[config.mk]
export PLATFORM = sky130hd
export DESIGN_NAME = led_pattern_arbiter
export DESIGN_NICKNAME = d
export VERILOG_FILES = /design/src/rtl/led_pkg.sv /design/src/rtl/slot_tick.sv /design/src/rtl/led_pattern_arbiter.sv
export SDC_FILE = /design/constraint.sdc
export NUM_CORES = 1
export LEC_CHECK = 0
export ABC_AREA = 1
export BUFFER_PORTS_ARGS = -buffer_cell sky130_fd_sc_hd__buf_2
export CORE_ASPECT_RATIO = 0.6
export CORE_UTILIZATION = 45
export CTS_BUF_LIST = sky130_fd_sc_hd__clkbuf_16
export DETAILED_ROUTE_END_ITERATION = 10
export HOLD_SLACK_MARGIN = 0.12
export PLACE_DENSITY_LB_ADDON = 0.25
export SETUP_SLACK_MARGIN = 0.1
export SYNTH_ARGS = -nofsm -noshare
export SYNTH_HDL_FRONTEND = slang
export SYNTH_SLANG_ARGS = --single-unit
[constraint.sdc]
create_clock -name CLOCK_50 -period 1.6 [get_ports CLOCK_50]
set_input_delay 0.16 -clock CLOCK_50 [delete_from_list [all_inputs] [get_ports CLOCK_50]]
set_output_delay 0.16 -clock CLOCK_50 [all_outputs]
set_load 0.05 [all_outputs]
[src/rtl/led_pkg.sv]
// Shared definitions for the LED pattern arbiter: FSM encoding, default
// timing constants and the round-robin winner selection.
package led_pkg;

   typedef enum logic [1:0] {
      ST_IDLE = 2'd0,
      ST_PLAY = 2'd1,
      ST_GAP  = 2'd2
   } state_t;

   localparam int DEF_DIV_COUNT = 5000;
   localparam int DEF_GAP_SLOTS = 2;
   localparam int PAT_W         = 8;

   // Returns the index of the requester to grant. A lone request always
   // wins; on a tie the requester that was not served last wins.
   function automatic logic pick_winner(input logic [1:0] req_vec, input logic last_id);
      if (req_vec == 2'b11) begin
         return ~last_id;
      end
      return req_vec[1];
   endfunction

endpackage

[src/rtl/slot_tick.sv]
// Slot divider: counts 0..DIV_COUNT-1 while enabled and flags the final
// cycle of each slot with a one-cycle tick.
module slot_tick
   import led_pkg::*;
#(
   parameter int DIV_COUNT = DEF_DIV_COUNT
) (
   input  logic CLOCK_50,
   input  logic reset,
   input  logic clear,
   input  logic enable,
   output logic tick
);

   localparam int                CNT_W = $clog2(DIV_COUNT);
   localparam logic [CNT_W-1:0]  LAST  = CNT_W'(DIV_COUNT - 1);

   logic [CNT_W-1:0] count;

   assign tick = enable && (count == LAST);

   // Slot counter: held at zero when cleared, wraps after the last cycle.
   always_ff @(posedge CLOCK_50 or negedge reset) begin
      if (!reset) begin
         count <= '0;
      end else if (clear) begin
         count <= '0;
      end else if (enable) begin
         count <= tick ? '0 : count + 1'b1;
      end
   end

endmodule

[src/rtl/led_pattern_arbiter.sv]
// Two requesters share one LED. The winner's 8-bit pattern is latched at
// grant and played MSB first, one bit per slot, followed by GAP_SLOTS dark
// slots; then done pulses and the grant is released.
// Handshake: req is a level; gnt rises on the edge the request is accepted
// and stays high until the edge that pulses done for that requester.
module led_pattern_arbiter
   import led_pkg::*;
#(
   parameter int DIV_COUNT = DEF_DIV_COUNT,
   parameter int GAP_SLOTS = DEF_GAP_SLOTS
) (
   input  logic             CLOCK_50,
   input  logic             reset,
   input  logic [1:0]       req,
   input  logic [PAT_W-1:0] pat0,
   input  logic [PAT_W-1:0] pat1,
   output logic [1:0]       gnt,
   output logic [1:0]       done,
   output logic             busy,
   output logic             LED,
   output state_t           state_dbg
);

   state_t           state;
   state_t           state_nxt;
   logic [PAT_W-1:0] pattern_reg;
   logic [2:0]       slot_idx;
   logic [3:0]       gap_cnt;
   logic             cur_id;
   logic             rr_last;
   logic             slot_end;
   logic             win;

   assign win       = pick_winner(req, rr_last);
   assign busy      = (state != ST_IDLE);
   assign LED       = (state == ST_PLAY) && pattern_reg[slot_idx];
   assign state_dbg = state;

   slot_tick #(
      .DIV_COUNT (DIV_COUNT)
   ) u_slot_tick (
      .CLOCK_50 (CLOCK_50),
      .reset    (reset),
      .clear    (state == ST_IDLE),
      .enable   (state != ST_IDLE),
      .tick     (slot_end)
   );

   // State register.
   always_ff @(posedge CLOCK_50 or negedge reset) begin
      if (!reset) begin
         state <= ST_IDLE;
      end else begin
         state <= state_nxt;
      end
   end

   // Next-state: grant on any request, leave PLAY after the index-0 slot,
   // leave GAP on the slot end that empties the gap counter.
   always_comb begin
      state_nxt = state;
      case (state)
         ST_IDLE: if (req != 2'b00)                 state_nxt = ST_PLAY;
         ST_PLAY: if (slot_end && slot_idx == 3'd0) state_nxt = ST_GAP;
         ST_GAP:  if (slot_end && gap_cnt == 4'd1)  state_nxt = ST_IDLE;
         default:                                   state_nxt = ST_IDLE;
      endcase
   end

   // Datapath: latch pattern and owner at grant, step slot index and gap
   // counter on slot ends, release grant and pulse done at the end.
   always_ff @(posedge CLOCK_50 or negedge reset) begin
      if (!reset) begin
         pattern_reg <= '0;
         slot_idx    <= '0;
         gap_cnt     <= '0;
         cur_id      <= 1'b0;
         rr_last     <= 1'b1;
         gnt         <= 2'b00;
         done        <= 2'b00;
      end else begin
         done <= 2'b00;
         case (state)
            ST_IDLE: begin
               if (req != 2'b00) begin
                  cur_id      <= win;
                  gnt         <= win ? 2'b10 : 2'b01;
                  pattern_reg <= win ? pat1 : pat0;
                  slot_idx    <= 3'd7;
               end
            end
            ST_PLAY: begin
               if (slot_end) begin
                  if (slot_idx == 3'd0) begin
                     gap_cnt <= 4'(GAP_SLOTS);
                  end else begin
                     slot_idx <= slot_idx - 3'd1;
                  end
               end
            end
            ST_GAP: begin
               if (slot_end) begin
                  gap_cnt <= gap_cnt - 4'd1;
                  if (gap_cnt == 4'd1) begin
                     done    <= cur_id ? 2'b10 : 2'b01;
                     gnt     <= 2'b00;
                     rr_last <= cur_id;
                  end
               end
            end
            default: begin
               gnt <= 2'b00;
            end
         endcase
      end
   end

endmodule

==> impl_metrics.env <==
export IMPL_floorplan_die_height_microns=53.3
export IMPL_finalWeightedCongestion=0.916
export IMPL_worst_skew_pair_late_latency_ns=0.28
export IMPL_period_minus_slack_ns=1.62
export IMPL_remaining_drc_errors=0
export IMPL_buffers_from_clock_root_to_sink_at_most=2
export IMPL_async_flop_share=1.00
export IMPL_cts_tree="built"
export IMPL_fin_setup_tns_ns=-0.0173
export IMPL_tritoncts_buffer_count=5
export IMPL_met2_length_mm=2.04
export IMPL_cap_violations=0
export IMPL_final_max_slew_violation_count=0
export IMPL_post_route_period_util=1.01
export IMPL_synth_ff_latch_count=36
export IMPL_detail_route_vias_per_cell=4.98
export IMPL_worst_ep_required_time_ns=1.44
export IMPL_final_antenna_net_count=0
export IMPL_std_cell_rows=18
export IMPL_netlist_instances=258
export IMPL_cp_end_kind="output port"
export IMPL_grt_start_max_net_pins=37
export IMPL_path_max_fanout=6
export IMPL_detail_route_wirelength_met1_mm=2.68
export IMPL_cts_htree_levels=2
export IMPL_wl_per_cell_microns=13.8
export IMPL_final_nets=329
export IMPL_syn_num_nets=283
export IMPL_cellPowerDensity_nw_per_um2=1160
export IMPL_summed_instance_area_of_the_synthesized_netlist_sq_um=1970
export IMPL_ys_flop_type="sky130_fd_sc_hd__dfrtp_1"
export IMPL_drive_gt1_frac=0.344
export IMPL_areaGrowthSynthToFinish_pct=32.8
export IMPL_grt_antenna_before_repair=0
export IMPL_yosys_top_cells_area="sky130_fd_sc_hd__dfrtp_1 (44%), sky130_fd_sc_hd__nand2_1 (9.7%), sky130_fd_sc_hd__nor2_1 (7.2%)"
export IMPL_worst_slew_margin_rel=0.694
export IMPL_totalWireLength_mm=5.03
export IMPL_outcome="complete, but fails checks"
export IMPL_maxClockFrequency_ghz=0.618
export IMPL_initial_core_util=0.474
export IMPL_layout_setup_ws_ns=-0.0173
export IMPL_tritoncts_num_sinks=36
export IMPL_die_area_sq_um=4670
export IMPL_synth_top_area_share=0.444
export IMPL_dieWidth_microns=87.5
export IMPL_finalSetupViolations=1
export IMPL_met3RoutedLength_microns=266
export IMPL_clkSlewWorstSetupHoldPaths_ns=0.06
export IMPL_count_of_flip_flops_with_a_built_in_enable_after_synthesis=0
export IMPL_top_routing_layer_in_use="met4"
export IMPL_cp_data_arrival_time_ns=1.46
export IMPL_detailroute_via_count=1817
export IMPL_wire_length_of_the_first_global_routing_pass_mm=7.66
export IMPL_post_synth_cell_area_avg_sq_um=7.65
export IMPL_hpwlAfterDp_mm=3.57
export IMPL_synth_seq_area_share=0.457
export IMPL_finish_utilization=0.629
export IMPL_grt_ovfl_total=0
export IMPL_place_worst_setup_slack_ns=0.0175
export IMPL_irDropWorstVdd_mv=0.649
export IMPL_netlist_cell_type_count=26
export IMPL_cts_root_buffer_cell="sky130_fd_sc_hd__clkbuf_16"
export IMPL_report_final_hold_viol_count=0
export IMPL_global_route_usage_total=0.226
export IMPL_class_of_the_tightest_hold_or_removal_check="input pin to register"
export IMPL_total_leakage_power_nw=1.27
export IMPL_rsz_0062_raised_after_global_routing="true"
export IMPL_violated_checks="setup timing"
export IMPL_synth_warning_count=0
export IMPL_largest_register_ff_count=13
export IMPL_skew_ns=0.00332
export IMPL_tightestPinTransition_ns=0.458
export IMPL_criticalPathCategory="register to output port"
export IMPL_drt_pass1_iterations=4
export IMPL_synth_largest_area_cell="sky130_fd_sc_hd__dfrtp_1"
export IMPL_drt_iter0_drc=130
export IMPL_diodes=0
export IMPL_start_kind="register"
export IMPL_placeableCoreArea_sq_um=4170
export IMPL_top_level_ports=28
export IMPL_grt_pass1_vias=1581
export IMPL_port_buffers=27
## per-layer routing
metal | global-route usage | up-vias
met2 | 0.289 | 58
met1 | 0.363 | 830
met4 | 0.0492 | 0
met5 | 0 | -
li1 | - | 922
met3 | 0.0577 | 7
## Yosys cell counts (4+ instances only)
master                    count
sky130_fd_sc_hd__nand2_1     51
sky130_fd_sc_hd__inv_2        5
sky130_fd_sc_hd__ha_1         5
sky130_fd_sc_hd__nand4_1      4
sky130_fd_sc_hd__nor2_2       4
sky130_fd_sc_hd__o21ai_0     27
sky130_fd_sc_hd__a21oi_1      5
sky130_fd_sc_hd__inv_1       32
sky130_fd_sc_hd__nor2_1      38
sky130_fd_sc_hd__nand3_1     20
sky130_fd_sc_hd__dfrtp_1     35
sky130_fd_sc_hd__nor3_1       7
## final timing paths
path / start / to / slack (ns) / cells past startpoint
min reg2reg: cur_id / done[0] / 0.45 / 1
min in group asynchronous: reset / slot_idx[2] / 0.44 / 3
max reg2reg: slot_idx[0] / slot_idx[1] / 0.12 / 10
max in group asynchronous: reset / state_dbg[1] / 0.79 / 3
min: pat1[0] / pattern_reg[0] / 0.14 / 3
max: slot_idx[0] / LED / -0.02 / 6
## through the flow
| step | hold WS, ns | cell area [sq um] | total power (W) | instances |
|---|---|---|---|---|
| floorplan | -0.136 | 2000 | 0.00156 | 258 |
| global placement | 0.228 | 2250 | 0.00174 | 350 |
| detailed placement | 0.235 | 2250 | 0.00175 | 350 |
| CTS | 0.134 | 2460 | 0.00291 | 361 |
| global route | 0.180 | 2620 | 0.00320 | 365 |
| finish | 0.138 | 2620 | 0.00304 | 365 |
## worst max-delay path, cell delays in order, from the launching register on
cell,delay [ns]
sky130_fd_sc_hd__dfrtp_2,0.46
sky130_fd_sc_hd__inv_4,0.11
sky130_fd_sc_hd__nor2_2,0.04
sky130_fd_sc_hd__o22ai_2,0.16
sky130_fd_sc_hd__o21ai_2,0.10
sky130_fd_sc_hd__nor2_4,0.14
sky130_fd_sc_hd__buf_8,0.16
## cells by family (layout without fill, tap and decap cells)
logic type | after synthesis | in the layout | share of synthesized area
flip-flops | 36 | 36 | 0.457
buffers and inverters | 39 | 86 | 0.0748
AND/OR/NAND/NOR | 133 | 133 | 0.307
XOR/XNOR | 3 | 3 | 0.0133
adder cells (fa/ha/maj) | 5 | 5 | 0.0317
AO/OA/AOI/OAI | 42 | 42 | 0.117
## layout by cell type, fill, tap and decap left out, types with 4 or more instances in the layout
| cell | instances |
|---|---|
| sky130_fd_sc_hd__dfrtp_2 | 4 |
| sky130_fd_sc_hd__nor2_4 | 9 |
| sky130_fd_sc_hd__ha_1 | 4 |
| sky130_fd_sc_hd__buf_2 | 26 |
| sky130_fd_sc_hd__inv_1 | 26 |
| sky130_fd_sc_hd__buf_4 | 11 |
| sky130_fd_sc_hd__nand3_1 | 17 |
| sky130_fd_sc_hd__nand2_4 | 5 |
| sky130_fd_sc_hd__nor3_1 | 6 |
| sky130_fd_sc_hd__o21ai_1 | 5 |
| sky130_fd_sc_hd__nand2_2 | 6 |
| sky130_fd_sc_hd__inv_2 | 9 |
| sky130_fd_sc_hd__clkbuf_16 | 5 |
| sky130_fd_sc_hd__dfrtp_1 | 31 |
| sky130_fd_sc_hd__nor2_1 | 27 |
| sky130_fd_sc_hd__nor2_2 | 9 |
| sky130_fd_sc_hd__o21ai_0 | 21 |
| sky130_fd_sc_hd__nand2_1 | 45 |
| sky130_fd_sc_hd__nand4_1 | 4 |
| sky130_fd_sc_hd__a21oi_1 | 4 |
## cell type report
class / count / area, sq um
multi-input cells: 183 / 1070
well taps: 60 / 75.1
clock buffers: 5 / 125
fillers: 366 / 1550
repair buffers: 40 / 249
flip-flops and latches: 36 / 907
clock inverters: 3 / 42.5
inverters: 38 / 151
## where the power goes
group / internal, W / switching, W
clock: 0.000731 / 0.000377
sequential: 0.00105 / 0.000171
combinational: 0.000282 / 0.000427
total: 0.00206 / 0.000976
## timing repair
action | CTS | global route
buffers inserted | 2 | 4
endpoints found under the setup margin | 7 | 23
pin swaps | 1 | 12
resized for setup | 9 | 45
hold buffers | 1 | 0
hold endpoints to repair | 35 | 0
Power figures use the tool's default switching activity.
